File: src/rtl/div3_scan_ctrl_if.sv
// rtl/div3_scan_ctrl_if.sv - control, detector and hit-stream signals of the div3 scan sequencer
interface div3_scan_ctrl_if #(
    parameter int VAL_W = 4,
    parameter int CNT_W = 5
);
    // Scan request from the control source
    logic             start;
    logic [VAL_W-1:0] lo;
    logic [VAL_W-1:0] hi;

    // Link to the external combinational detector
    logic [VAL_W-1:0] dp_val;
    logic             dp_match;

    // Hit stream
    logic             hit_valid;
    logic             hit_ready;
    logic [VAL_W-1:0] hit_data;

    // Status
    logic [CNT_W-1:0] hit_count;
    logic             busy;
    logic             done;

    // The sequencer itself
    modport slave (
        input  start, lo, hi, dp_match, hit_ready,
        output dp_val, hit_valid, hit_data, hit_count, busy, done
    );

    // Everything around the sequencer: control source, detector, hit consumer
    modport master (
        output start, lo, hi, dp_match, hit_ready,
        input  dp_val, hit_valid, hit_data, hit_count, busy, done
    );
endinterface

File: src/rtl/div3_scan_ctrl.sv
// rtl/div3_scan_ctrl.sv - steps a candidate range through a divisible-by-3 detector and streams the hits
module div3_scan_ctrl #(
    parameter int VAL_W = 4,    // must match the 4-bit detector; other widths unsupported
    parameter int CNT_W = 5
) (
    input  logic             clk,
    input  logic             rst_n,
    div3_scan_ctrl_if.slave  bus
);

    typedef enum logic [1:0] {
        S_IDLE = 2'd0,
        S_EVAL = 2'd1,
        S_EMIT = 2'd2,
        S_DONE = 2'd3
    } state_t;

    state_t           state_q,     state_d;
    logic [VAL_W-1:0] cur_q,       cur_d;
    logic [VAL_W-1:0] hi_q,        hi_d;
    logic [VAL_W-1:0] hit_data_q,  hit_data_d;
    logic             hit_valid_q, hit_valid_d;
    logic [CNT_W-1:0] hit_count_q, hit_count_d;

    // End-of-range is tested before any increment so hi = max never wraps cur to 0
    logic last_cand;
    assign last_cand = (cur_q == hi_q);

    // Next-state and datapath updates; every register holds unless a state moves it
    always_comb begin
        state_d     = state_q;
        cur_d       = cur_q;
        hi_d        = hi_q;
        hit_data_d  = hit_data_q;
        hit_valid_d = hit_valid_q;
        hit_count_d = hit_count_q;

        case (state_q)
            S_IDLE: begin
                if (bus.start) begin
                    hi_d        = bus.hi;
                    hit_count_d = '0;
                    if (bus.lo > bus.hi) begin
                        state_d = S_DONE;
                    end else begin
                        cur_d   = bus.lo;
                        state_d = S_EVAL;
                    end
                end
            end

            S_EVAL: begin
                // dp_match belongs to the dp_val = cur_q presented this cycle
                if (bus.dp_match) begin
                    hit_data_d  = cur_q;
                    hit_valid_d = 1'b1;
                    hit_count_d = hit_count_q + CNT_W'(1);
                    state_d     = S_EMIT;
                end else if (last_cand) begin
                    state_d = S_DONE;
                end else begin
                    cur_d = cur_q + VAL_W'(1);
                end
            end

            S_EMIT: begin
                // Hold the hit and the candidate until the consumer takes it
                if (bus.hit_ready) begin
                    hit_valid_d = 1'b0;
                    if (last_cand) begin
                        state_d = S_DONE;
                    end else begin
                        cur_d   = cur_q + VAL_W'(1);
                        state_d = S_EVAL;
                    end
                end
            end

            S_DONE: begin
                state_d = S_IDLE;
            end

            default: begin
                state_d = S_IDLE;
            end
        endcase
    end

    // State and datapath registers; reset drops any pending hit without a done pulse
    always_ff @(posedge clk or negedge rst_n) begin
        if (!rst_n) begin
            state_q     <= S_IDLE;
            cur_q       <= '0;
            hi_q        <= '0;
            hit_data_q  <= '0;
            hit_valid_q <= 1'b0;
            hit_count_q <= '0;
        end else begin
            state_q     <= state_d;
            cur_q       <= cur_d;
            hi_q        <= hi_d;
            hit_data_q  <= hit_data_d;
            hit_valid_q <= hit_valid_d;
            hit_count_q <= hit_count_d;
        end
    end

    assign bus.dp_val    = cur_q;
    assign bus.hit_data  = hit_data_q;
    assign bus.hit_valid = hit_valid_q;
    assign bus.hit_count = hit_count_q;
    assign bus.busy      = (state_q == S_EVAL) || (state_q == S_EMIT);
    assign bus.done      = (state_q == S_DONE);

endmodule

File: src/flat_wrapper.sv
// flat-port wrapper written by rule: the top's interface ports become plain ports
module div3_scan_ctrl_flat 
#(
    parameter int VAL_W = 4,                                                              
    parameter int CNT_W = 5
)
  (clk, rst_n, bus_start, bus_lo, bus_hi, bus_dp_match, bus_hit_ready, bus_dp_val, bus_hit_valid, bus_hit_data, bus_hit_count, bus_busy, bus_done);
  div3_scan_ctrl_if #(.VAL_W(VAL_W), .CNT_W(CNT_W)) bus_i ();
  input  logic clk;
  input  logic rst_n;
  input wire logic [$bits(bus_i.start)-1:0] bus_start;
  input wire logic [$bits(bus_i.lo)-1:0] bus_lo;
  input wire logic [$bits(bus_i.hi)-1:0] bus_hi;
  input wire logic [$bits(bus_i.dp_match)-1:0] bus_dp_match;
  input wire logic [$bits(bus_i.hit_ready)-1:0] bus_hit_ready;
  output wire logic [$bits(bus_i.dp_val)-1:0] bus_dp_val;
  output wire logic [$bits(bus_i.hit_valid)-1:0] bus_hit_valid;
  output wire logic [$bits(bus_i.hit_data)-1:0] bus_hit_data;
  output wire logic [$bits(bus_i.hit_count)-1:0] bus_hit_count;
  output wire logic [$bits(bus_i.busy)-1:0] bus_busy;
  output wire logic [$bits(bus_i.done)-1:0] bus_done;
  assign bus_i.start = bus_start;
  assign bus_i.lo = bus_lo;
  assign bus_i.hi = bus_hi;
  assign bus_i.dp_match = bus_dp_match;
  assign bus_i.hit_ready = bus_hit_ready;
  assign bus_dp_val = bus_i.dp_val;
  assign bus_hit_valid = bus_i.hit_valid;
  assign bus_hit_data = bus_i.hit_data;
  assign bus_hit_count = bus_i.hit_count;
  assign bus_busy = bus_i.busy;
  assign bus_done = bus_i.done;
  div3_scan_ctrl #(.VAL_W(VAL_W), .CNT_W(CNT_W)) u_core (.clk(clk), .rst_n(rst_n), .bus(bus_i));
endmodule
File: config.mk
export PLATFORM = sky130hd
export DESIGN_NAME = div3_scan_ctrl_flat
export DESIGN_NICKNAME = d
export VERILOG_FILES = /design/src/rtl/div3_scan_ctrl_if.sv /design/src/rtl/div3_scan_ctrl.sv /design/src/flat_wrapper.sv
export SDC_FILE = /design/constraint.sdc
export NUM_CORES = 1
export LEC_CHECK = 0
export CAP_MARGIN = 20
export CORE_MARGIN = 1
export CORE_UTILIZATION = 49
export DETAILED_ROUTE_END_ITERATION = 6
export GPL_TIMING_DRIVEN = 0
export HOLD_SLACK_MARGIN = 0.06
export PLACE_DENSITY = 0.78
export SLEW_MARGIN = 25
export SYNTH_ARGS = -nofsm -noshare
export SYNTH_HDL_FRONTEND = slang
export SYNTH_SLANG_ARGS = --single-unit
File: constraint.sdc
create_clock -name clk -period 1.8 [get_ports clk]
set_input_delay 0.36 -clock clk [delete_from_list [all_inputs] [get_ports clk]]
set_output_delay 0.36 -clock clk [all_outputs]
set_load 0.01 [all_outputs]
# After elaboration in Yosys (flattened, before gate mapping)
# Cells that the tools add are included.
[word_totals] regBits=20 inputBits=13 out_inout_bits=16 word_cells=49
[op_classes] addsub=2 order_cmp=1 eq_ne=10 n_mux=19 n_reduce_logical=11
[op_table] cell="$mux W4" n=5
[op_table] cell="$mux W2" n=6
[op_table] cell="$pmux W4 S3" n=1
[op_table] cell="$mux W5" n=2
[op_table] cell="$ne A2 B2 Y1 const B" n=5
[op_table] cell="$pmux W5 S2" n=1
[op_table] cell="$reduce_and A3 Y1" n=3
[op_table] cell="$pmux W2 S4" n=1
[op_table] cell="$add A5 B1 Y5 const B" n=1
[op_table] cell="$reduce_and A5 Y1" n=1
[op_table] cell="$add A4 B1 Y4 const B" n=1
[op_table] cell="$eq A2 B2 Y1 const B" n=2
[op_table] cell="$eq A4 B4 Y1" n=1
[op_table] cell="$gt A4 B4 Y1" n=1
[op_table] cell="$reduce_and A2 Y1" n=2
[op_table] cell="$reduce_bool A2 Y1" n=2
[op_table] cell="$ne A3 B2 Y1 const B" n=1
[op_table] cell="$reduce_bool A3 Y1" n=1
[op_table] cell="$eq A2 B1 Y1 const B" n=1
[op_table] cell="$logic_not A2 Y1" n=1
[op_table] cell="$mux W1" n=2
[op_table] cell="$pmux W1 S2" n=1
[op_table] cell="$logic_or A1 B1 Y1" n=1

# Logic depth before layout (Yosys ltp)
# Gate-level depths: netlist (run 1).
[depth] depth_word=4 ltp_mapped=7 depth_no_buf=7

# Worst setup path after synthesis (run 1)
# No wires, ideal clock.
[synth_path] path_kind="input-to-reg" from="in bus_hi[1]" to="reg u_core.cur_q[2], in the netlist u_core.bus.dp_val[2]" setup_ps=124 t_arrival_ps=1549 required_time_ps=1676 setup_slack_ps=128 cell_stages=7 path_buffers=0 path_cell_list="inv_1 -> ha_1 -> nor2b_1 -> o211ai_1 -> a21o_1 -> nand2_1 -> a211o_1"
[synth_between] elab_chain_cells=3
[synth_rtl] element="start: declaration" line="flat_wrapper.sv:13" rtl="input wire logic [$bits(bus_i.hi)-1:0] bus_hi;"
[synth_rtl] element="$gt A4 B4 Y1" line="div3_scan_ctrl.sv:43" rtl="if (bus.lo > bus.hi) begin"
[synth_rtl] element="$ne A2 B2 Y1 (no line)"
[synth_rtl] element="$reduce_and A5 Y1 (no line)"
[synth_rtl] element="end signal: assignment" line="div3_scan_ctrl.sv:100" rtl="cur_q <= cur_d;"
[synth_rtl] element="end: declaration" line="div3_scan_ctrl.sv:19" rtl="logic [VAL_W-1:0] cur_q, cur_d;"
# Every way passes these cells.
# A chain may end at the register's enable or synchronous reset.

# Final worst setup path (run 1)
[layout_path] from="reg u_core.state_q[0]" to="reg u_core.cur_q[1], in the netlist u_core.bus.dp_val[1]"
[layout_between] elab_chain_cells=3 elab_cells_between_ends=10 classes_between="6 x eq/ne; 1 x mux; 3 x reduce/logical"
[layout_rtl] element="start: declaration" line="div3_scan_ctrl.sv:18" rtl="state_t state_q, state_d;"
[layout_rtl] element="start signal: assignment" line="div3_scan_ctrl.sv:99" rtl="state_q <= state_d;"
[layout_rtl] element="$eq A2 B2 Y1, or another cell as far along" line="div3_scan_ctrl.sv:38" rtl="case (state_q)"
[layout_rtl] element="$ne A2 B2 Y1 (no line) or $reduce_bool A3 Y1 (tied branches)"
[layout_rtl] element="$reduce_and A5 Y1 (no line)"
# Parallel ways exist; a longest one is shown, timed or not.

==> results of run 1 <==
area by class of cell:
cell class	count	area, um^2
plain buffers	2	10.01
clock buffers	3	22.52
fillers	143	525.5
inverters	11	41.29
multi-input cells	102	843.3
flip-flops and latches	20	503.0
well taps	28	35.03
repair buffers	35	337.8
power by group through the flow:
| stage | clock [mW] | combinational, mW | sequential, mW |
|---|---|---|---|
| after global placement | 0 | 1.63 | 0.868 |
| after detailed placement | 0 | 1.67 | 0.879 |
| after CTS | 0.221 | 1.88 | 0.852 |
| final | 0.215 | 2.06 | 0.871 |
| after floorplan | 0 | 1.07 | 0.887 |
| after global routing | 0.235 | 2.26 | 0.901 |
registers in the layout, summed over array words and instances, names as in the netlist:
name / cells
u_core.state_q: 2
u_core.bus.dp_val: 4
u_core.hi_q: 4
u_core.bus.hit_data: 4
u_core.bus.hit_valid: 1
u_core.bus.hit_count: 5
what timing repair did:
action	in CTS	in global routing
hold buffers	0	1
endpoints found under the setup margin	6	6
hold endpoints to repair	0	20
gates resized for setup	21	14
setup buffers	5	2
pin swaps	8	11
kinds of logic after synthesis:
group / synth area share, %
buffers and inverters: 4.088
muxes: 4.486
AOI/OAI and AO/OA: 20.34
DFF: 39.88
xor gates and xnor gates: 4.187
and+or+nand+nor: 17.05
adders and majority gates: 9.970
layer usage:
metal / track usage (%) / vias up / share of wire [%]
li1: - / 569 / -
met1: 33.21 / 570 / 45
met2: 45.15 / 30 / 50
met3: 3.768 / 5 / 3.1
met4: 7.895 / 0 / 1.2
met5: 0 / - / 0
metrics by stage:
step,cell area [um^2],worst slack [ns],cells,hold WS (ns)
after floorplan,1255,0.1275,135,0.06441
after global placement,1560,-0.4274,190,0.4852
after detailed placement,1560,-0.4830,190,0.4919
after CTS,1718,0.0001750,198,0.4256
after global routing,1793,-0.06332,201,0.4244
final,1793,0.02638,201,0.4172
how the worst max path moves through the flow:
stage                       from              endpoint  slack (ns)
3_3_place_gp           bus_hi[1]  u_core.bus.dp_val[2]       -0.43
5_1_grt        u_core.state_q[0]  u_core.bus.dp_val[1]       -0.06
4_1_cts                bus_hi[3]  u_core.bus.dp_val[2]      0.0002
3_5_place_dp           bus_hi[1]  u_core.bus.dp_val[1]       -0.48
6_report       u_core.state_q[0]  u_core.bus.dp_val[1]        0.03
2_1_floorplan          bus_hi[1]  u_core.bus.dp_val[2]        0.13
layout by cell type (no fill, tap or decap), types with 2 or more instances in the layout:
cell type         n
dfrtp_1          18
clkdlybuf4s50_1  16
nand2_1          14
nor2_1           10
a21oi_1           9
o21ai_0           8
inv_1             7
buf_4             7
dlymetal6s2s_1    6
mux2_2            5
nand3_1           5
ha_4              5
ha_1              5
inv_2             4
xnor2_1           4
dlygate4sd2_1     4
buf_2             3
nand4_1           3
nor3_1            3
nand2b_1          3
clkbuf_4          3
a21oi_2           2
nor3_2            2
a221oi_2          2
xor2_1            2
dfrtp_2           2
worst max-delay path, delay by kind of cell (launching register included):
family | cells | cell delay [ns]
fa+ha+maj | 1 | 0.26
compound gates | 4 | 0.76
buf+inv | 1 | 0.16
flops | 1 | 0.40
simple gates | 1 | 0.08
Yosys cell counts:
| cell type | instances | area (um^2) |
|---|---|---|
| o211a_1 | 1 | 10.01 |
| a211o_1 | 1 | 8.760 |
| xor2_1 | 2 | 17.52 |
| nand3_1 | 5 | 25.02 |
| a21oi_1 | 11 | 55.05 |
| inv_1 | 11 | 41.29 |
| a22o_1 | 1 | 8.760 |
| o21ai_1 | 1 | 5.000 |
| nand4b_1 | 1 | 8.760 |
| o211ai_1 | 1 | 7.510 |
| buf_2 | 2 | 10.01 |
| mux2_2 | 5 | 56.30 |
| dfrtp_1 | 20 | 500.5 |
| o2bb2ai_1 | 1 | 8.760 |
| o21bai_1 | 1 | 7.510 |
| nand4_1 | 3 | 18.77 |
| nor2b_1 | 1 | 6.260 |
| o32ai_1 | 1 | 8.760 |
| a21oi_2 | 1 | 8.760 |
| ha_1 | 10 | 125.1 |
| a31oi_1 | 1 | 6.260 |
| o22ai_1 | 2 | 12.51 |
| o21ai_0 | 8 | 40.04 |
| nand2b_1 | 3 | 18.77 |
| a221oi_1 | 2 | 17.52 |
| xnor2_1 | 4 | 35.03 |
| o2111a_1 | 1 | 11.26 |
| nand4_4 | 1 | 21.27 |
| o31a_1 | 1 | 8.760 |
| nand2_1 | 14 | 52.55 |
| nor3_1 | 5 | 25.02 |
| a41o_1 | 1 | 10.01 |
| o211ai_2 | 1 | 12.51 |
| a21o_1 | 1 | 7.510 |
| nor2_1 | 10 | 37.54 |
==> results.py, run 1 <==
metrics = {
    "die": {
        "start_util_pct": 54.13,
        "ios": 29,
        "num_rows": 17,
        "die_w_um": 52.61,
        "die_y_um": 52.61,
        "coreArea_mm2": 0.002318,
        "dieArea_mm2": 0.002767,
    },
    "critical_path": {
        "cp-start-kind": "flop",
        "path_cells": "buf_4, ha_1, a21oi_2, o211a_4, nand2_1, o32ai_4, a221oi_2",
        "crit_type": "reg -> reg",
        "end_kind": "flop",
        "cpPeakStageDelay_ns": 0.40,
        "crit_path_max_fanout": 6,
        "cpMaxStageDelayCell": "dfrtp_1",
        "r2r_slack_ns": 0.03,
        "reg2reg_depth": 7,
        "worstPathRequired_ns": 1.98,
        "r2r_start": "u_core.state_q[0]",
        "arrival_ns": 1.96,
        "r2r-end": "u_core.bus.dp_val[1]",
    },
    "power": {
        "combPwrFrac_pct": 65.5,
        "p_per_area_mw_per_mm2": 1754,
        "p_sw_share_pct": 44.51,
        "power.internal_mw": 1.745,
        "p_switching_mw": 1.400,
        "clockPowerShare_pct": 6.8,
        "p_seq_share_pct": 27.7,
        "total_leakage_power_nw": 0.8128,
        "p_total_mw": 3.145,
        "vdd_drop_max_mv": 1.270,
    },
    "final_layout": {
        "antennaDiodeCount": 0,
        "drive_gt1_share_pct": 24.28,
        "area_growth_pct": 42.87,
        "nets": 198,
        "final_util_pct": 77.33,
    },
    "global_route": {
        "grt_pass1_vias": 1180,
        "grt_max_degree": 21,
        "overflow": 0,
        "antenna_found_initial": 0,
        "grt_pass1_wl_um": 5202,
        "grt_use_total_pct": 26.11,
    },
    "logic_synthesis": {
        "yosys.cell_types.count": 35,
        "syn-cell-area_mm2": 0.001255,
        "seq_area_frac_synth_pct": 39.88,
        "yosysWarningCount": 0,
        "syn_area_per_cell_um2": 9.296,
        "synth-seq-cells": 20,
        "synth_nets": 158,
        "postSynthCellCount": 135,
    },
    "detailed_routing": {
        "drc_errors": 0,
        "drt-total-wl_um": 3279,
        "first_pass_iters": 4,
        "viasPerCell": 5.841,
        "antenna_left": 0,
        "wire_per_inst_um": 16.31,
        "vias": 1174,
        "drt_iter0_markers": 22,
    },
    "sta": {
        "fin_crit_sh_pct": 98.53,
        "setup_viol": 0,
        "clock_skew_ns": 0.003574,
        "hold_viol_final": 0,
        "grt_setup_unrepaired": "true",
        "max_freq_mhz": 563.8,
        "slew_violations": 0,
        "period_needed_ns": 1.774,
        "worst_pin_slew_ns": 0.4574,
        "slew_headroom_pct": 69.51,
        "tns_ns": 0,
    },
    "placed_design": {
        "gp_congestion": 0.9047,
        "hpwl_um": 2192,
        "port_buffers": 27,
    },
    "hold_path": {
        "min_from": "bus_hi[0]",
        "holdPathEnd": "u_core.hi_q[0]",
        "min_path_type": "in -> reg",
        "holdPathStages": 2,
    },
    "clocking": {
        "cts_tree": "built",
        "insertion_delay_ns": 0.30,
        "clkTransAtPathRegs_ns": 0.11,
        "cts_inserted_buffers": 3,
        "htreeDepth": 1,
        "clock_sinks": 20,
        "clk_path_buf_depth": 2,
        "cts-root-buf": "clkbuf_4",
    },
    "outcome": {
        "status": "complete, no violations",
    },
    "run": {
        "drv_cap": 0,
    },
}
No activity file was read; power rests on OpenSTA's default activity.
==> run 2, diff against run 1 <==
--- a/config.mk
+++ b/config.mk
@@ -12,6 +12,7 @@
 export GPL_TIMING_DRIVEN = 0
 export HOLD_SLACK_MARGIN = 0.06
 export PLACE_DENSITY = 0.78
+export RECOVER_POWER = 50
 export SLEW_MARGIN = 25
 export SYNTH_ARGS = -nofsm -noshare
 export SYNTH_HDL_FRONTEND = slang
==> results.py, run 2 (synthesized netlist as in run 1, its figures left out) <==
metrics = {
    "outcome": {
        "status": "complete, no violations",
    },
    "hold_path": {
        "min_path_type": "in -> reg",
        "min_from": "bus_hi[0]",
        "holdPathEnd": "u_core.hi_q[0]",
        "holdPathStages": 2,
    },
    "final_layout": {
        "antennaDiodeCount": 0,
        "drive_gt1_share_pct": 23.70,
        "mostFrequentLayoutCells": "18 x dfrtp_1, 16 x clkdlybuf4s50_1, 14 x nand2_1",
        "nets": 198,
        "area_growth_pct": 42.77,
        "layout_commonest_cell": "dfrtp_1",
        "instances_no_fill": 201,
        "largest_reg_flops": 5,
        "stdcell_area_mm2": 0.001792,
    },
    "critical_path": {
        "r2r_start": "u_core.state_q[0]",
        "end_kind": "flop",
        "worstPathRequired_ns": 1.98,
        "cp-start-kind": "flop",
        "r2r_slack_ns": 0.03,
        "crit_path_max_fanout": 6,
        "reg2reg_depth": 7,
        "arrival_ns": 1.96,
        "r2r-end": "u_core.bus.dp_val[1]",
        "crit_type": "reg -> reg",
        "startpoint": "u_core.state_q[0]",
    },
    "detailed_routing": {
        "antenna_left": 0,
        "drt_iter0_markers": 22,
        "drc_errors": 0,
        "viasPerCell": 5.861,
        "wire_per_inst_um": 16.32,
        "vias": 1178,
        "first_pass_iters": 4,
        "drt-total-wl_um": 3280,
    },
    "clocking": {
        "clock_sinks": 20,
        "clkTransAtPathRegs_ns": 0.11,
        "htreeDepth": 1,
        "cts-root-buf": "clkbuf_4",
        "clk_path_buf_depth": 2,
        "cts_inserted_buffers": 3,
        "insertion_delay_ns": 0.30,
        "cts_tree": "built",
    },
    "die": {
        "start_util_pct": 54.13,
        "ios": 29,
        "die_y_um": 52.61,
        "dieArea_mm2": 0.002767,
        "die_w_um": 52.61,
        "coreArea_mm2": 0.002318,
        "num_rows": 17,
    },
    "power": {
        "total_leakage_power_nw": 0.8100,
        "p_per_area_mw_per_mm2": 1755,
        "vdd_drop_max_mv": 1.270,
    },
    "sta": {
        "max_freq_mhz": 563.8,
        "hold_viol_final": 0,
        "slew_headroom_pct": 26.55,
        "grt_setup_unrepaired": "true",
        "fin_crit_sh_pct": 98.53,
        "slew_violations": 0,
        "clock_skew_ns": 0.003158,
        "period_needed_ns": 1.774,
        "worst_pin_slew_ns": 1.102,
        "setup_viol": 0,
    },
    "global_route": {
        "antenna_found_initial": 0,
        "grt_max_degree": 21,
        "grt_pass1_wl_um": 5202,
        "grt_use_total_pct": 26.11,
        "grt_pass1_vias": 1180,
        "overflow": 0,
    },
    "placed_design": {
        "port_buffers": 27,
        "post_dp_cell_area_mm2": 0.001560,
        "place_inst": 190,
        "hpwl_um": 2192,
        "gp_congestion": 0.9047,
    },
    "run": {
        "drv_cap": 0,
    },
}
[run 2: cell types whose count changed in the layout (fill, tap and decap cells not counted), sizes merged]
cell,before,now
buf,10,9
clkbuf,3,4
[run 2: per-stage QoR]
step / hold slack (ns) / total power, mW / setup slack, ns / util, % / setup TNS [ns]
after detailed placement: 0.4919 / 2.547 / -0.4830 / 67.30 / -2.186
after floorplan: 0.06441 / 1.953 / 0.1275 / - / 0
final: 0.4167 / 3.145 / 0.02642 / 77.28 / 0
after global placement: 0.4852 / 2.496 / -0.4274 / 67.30 / -1.818
after global routing: 0.4244 / 3.392 / -0.06332 / 77.28 / -0.1554
after CTS: 0.4256 / 2.950 / 0.0001750 / 74.10 / 0
[run 2: repair_timing]
| item | CTS | global route |
|---|---|---|
| setup buffers | 5 | 2 |
| gates resized for setup | 21 | 14 |
| pin swaps | 8 | 11 |
| hold endpoints to repair | 0 | 20 |
| hold buffers | 0 | 1 |
| endpoints found under the setup margin | 6 | 6 |
[run 2: worst max-delay path by stage]
stage                                end  depth (start not counted)  slack, ns
floorplan           u_core.bus.dp_val[2]                          7       0.13
global placement    u_core.bus.dp_val[2]                          8      -0.43
detailed placement  u_core.bus.dp_val[1]                          8      -0.48
CTS                 u_core.bus.dp_val[2]                          8     0.0002
global route        u_core.bus.dp_val[1]                          7      -0.06
finish              u_core.bus.dp_val[1]                          7       0.03
[run 2: area by class of cell]
cell class / count / area (um^2)
buffer: 2 / 10.01
clock buffer: 3 / 22.52
fill: 144 / 526.8
inverter: 11 / 41.29
multi-input combinational: 102 / 843.3
sequential: 20 / 503.0
tap: 28 / 35.03
timing repair buffer: 35 / 336.6
[run 2: metal layers]
metal | vias to the layer above | part of all wire [%] | GRT usage (%)
met3 | 5 | 3.5 | 3.768
met2 | 32 | 50 | 45.15
li1 | 567 | - | -
met4 | 0 | 1.2 | 7.895
met5 | - | 0 | 0
met1 | 574 | 45 | 33.21
[run 2: power by group]
group          leakage [nW]  switching (mW)  internal, mW
Clock                0.0138           0.137        0.0782
Combinational         0.556            1.04          1.01
Sequential            0.241           0.219         0.652
[run 2: worst max-delay path, stage by stage (launching register included)]
cell      delay (ns)
dfrtp_1         0.40
buf_4           0.16
ha_1            0.26
a21oi_2         0.18
o211a_4         0.20
nand2_1         0.08
o32ai_4         0.27
a221oi_2        0.10
==> run 3, diff against run 2 <==
==> constraint.sdc (replaced) <==
create_clock -name clk -period 1.91 [get_ports clk]
set_input_delay 0.382 -clock clk [delete_from_list [all_inputs] [get_ports clk]]
set_output_delay 0.382 -clock clk [all_outputs]
set_load 0.01 [all_outputs]
==> results.py, run 3 (synthesized netlist as in run 1, its figures left out) <==
metrics = {
    "global_route": {
        "grt_pass1_wl_um": 5064,
        "antenna_found_initial": 0,
        "grt_use_total_pct": 25.49,
        "grt_max_degree": 21,
        "overflow": 0,
        "grt_pass1_vias": 1176,
    },
    "sta": {
        "hold_viol_final": 0,
        "tns_ns": 0,
        "clock_skew_ns": 0.004862,
        "fin_crit_sh_pct": 99.24,
        "hold_slack_ns": 0.4511,
        "period_needed_ns": 1.896,
        "slew_violations": 0,
        "worst_pin_slew_ns": 1.126,
        "setup_viol": 0,
        "max_freq_mhz": 527.6,
        "slew_headroom_pct": 24.93,
    },
    "power": {
        "vdd_drop_max_mv": 1.365,
        "power.internal_mw": 1.572,
        "p_per_area_mw_per_mm2": 1657,
        "p_switching_mw": 1.293,
        "p_seq_share_pct": 28.2,
        "combPwrFrac_pct": 64.3,
        "clockPowerShare_pct": 7.4,
        "p_sw_share_pct": 45.13,
        "total_leakage_power_nw": 0.7443,
    },
    "final_layout": {
        "nets": 195,
        "multi_input_area_um2": 822.0,
        "area_growth_pct": 37.79,
        "register_area_um2": 500.5,
        "antennaDiodeCount": 0,
        "fillCellCount": 164,
        "layout_commonest_cell": "clkdlybuf4s50_1",
        "largest_reg_flops": 5,
        "drive_gt1_share_pct": 19.41,
        "mostFrequentLayoutCells": "21 x clkdlybuf4s50_1, 20 x dfrtp_1, 13 x nand2_1",
    },
    "critical_path": {
        "r2r_start": "u_core.state_q[1]",
        "worstPathRequired_ns": 2.12,
        "arrival_ns": 2.10,
        "startpoint": "bus_hi[2]",
        "crit_type": "in -> reg",
        "cp-start-kind": "input port",
        "cpMaxStageDelayCell": "clkdlybuf4s50_1",
        "path_cells": "clkdlybuf4s50_1, inv_1, ha_4, o211ai_1, buf_4, a21o_1, a41o_1, a211o_1",
        "end_kind": "flop",
        "cpLargestDelayFamily": "compound AO/OA/AOI/OAI gates",
        "path_buf_inv": 3,
        "cpPeakStageDelay_ns": 0.46,
        "crit_path_max_fanout": 4,
    },
    "clocking": {
        "clkTransAtPathRegs_ns": 0.12,
        "cts_inserted_buffers": 3,
        "insertion_delay_ns": 0.31,
        "clk_path_buf_depth": 2,
        "cts_tree": "built",
        "cts-root-buf": "clkbuf_4",
        "clock_sinks": 20,
        "htreeDepth": 1,
    },
    "hold_path": {
        "min_from": "bus_dp_match",
        "min_path_type": "in -> reg",
    },
    "placed_design": {
        "hpwl_um": 2192,
        "gp_congestion": 0.9047,
        "port_buffers": 27,
    },
    "detailed_routing": {
        "drt_iter0_markers": 48,
        "drc_errors": 0,
        "drt-total-wl_um": 3272,
        "first_pass_iters": 4,
        "viasPerCell": 5.949,
        "wire_per_inst_um": 16.53,
        "antenna_left": 0,
        "vias": 1178,
    },
    "run": {
        "drv_cap": 0,
    },
    "die": {
        "coreArea_mm2": 0.002318,
        "ios": 29,
        "die_w_um": 52.61,
        "num_rows": 17,
        "start_util_pct": 54.13,
        "dieArea_mm2": 0.002767,
        "die_y_um": 52.61,
    },
    "outcome": {
        "status": "complete, no violations",
    },
}
-- run 3: changes by cell type in the layout (fill, tap and decap cells not counted), sizes merged --
cell,previous run,this run
dlygate4sd3,1,2
clkbuf,4,5
clkdlybuf4s50,16,21
buf,9,5
dlymetal6s2s,6,0
-- run 3: worst paths after layout --
| kind | end | slack (ns) | depth (start not counted) |
|---|---|---|---|
| worst max register to register | u_core.bus.hit_data[2] | 0.08 | 5 |
| min in group asynchronous | u_core.bus.hit_count[2] | 0.79 | 2 |
| max in group asynchronous | u_core.bus.dp_val[3] | 0.45 | 2 |
| worst max-delay path | u_core.bus.dp_val[2] | 0.01 | 8 |
| worst min register to register | u_core.hi_q[3] | 0.51 | 2 |
| worst min-delay path | u_core.bus.hit_count[0] | 0.45 | 3 |
-- run 3: timing repair --
item	in CTS	in global routing
resized for setup	11	13
setup buffers	3	1
endpoints found under the hold margin	0	20
hold buffers	0	1
pin swaps	6	4
cloned	0	0
endpoints found under the setup margin	4	6
-- run 3: through the flow --
step / std cells / util [%] / worst slack (ns) / cell area (um^2) / total power [mW]
6_report: 198 / 74.58 / 0.01444 / 1729 / 2.865
5_1_grt: 198 / 74.58 / -0.05992 / 1729 / 3.084
4_1_cts: 196 / 70.75 / 0.02273 / 1640 / 2.704
3_5_place_dp: 190 / 67.30 / -0.3950 / 1560 / 2.401
3_3_place_gp: 190 / 67.30 / -0.3394 / 1560 / 2.353
2_1_floorplan: 135 / - / 0.2155 / 1255 / 1.841
-- run 3: power by group through the flow --
stage | Sequential [mW] | Clock (mW) | Combinational [mW]
floorplan | 0.836 | 0 | 1.00
detailed placement | 0.829 | 0 | 1.57
finish | 0.808 | 0.213 | 1.84
global placement | 0.818 | 0 | 1.53
CTS | 0.803 | 0.209 | 1.69
global route | 0.839 | 0.227 | 2.02
-- run 3: metal layers --
layer	global-route usage, %	wire length, um	vias to the layer above
li1	-	-	561
met1	32.07	1354	548
met2	43.88	1633	60
met3	3.768	230	9
met4	8.772	53	0
met5	0	0	-
-- run 3: cell type report --
class / instances / area share (%)
Tap cell: 28 / 2.026
Timing Repair Buffer: 32 / 17.29
Sequential cell: 20 / 28.94
Buffer: 2 / 0.5065
Multi-Input combinational cell: 102 / 47.54
Clock buffer: 3 / 1.302
Inverter: 11 / 2.388
-- run 3: worst min-delay path, cell delays in order --
cell,delay (ns)
buf_2,0.16
a21oi_1,0.15
nor2_1,0.05
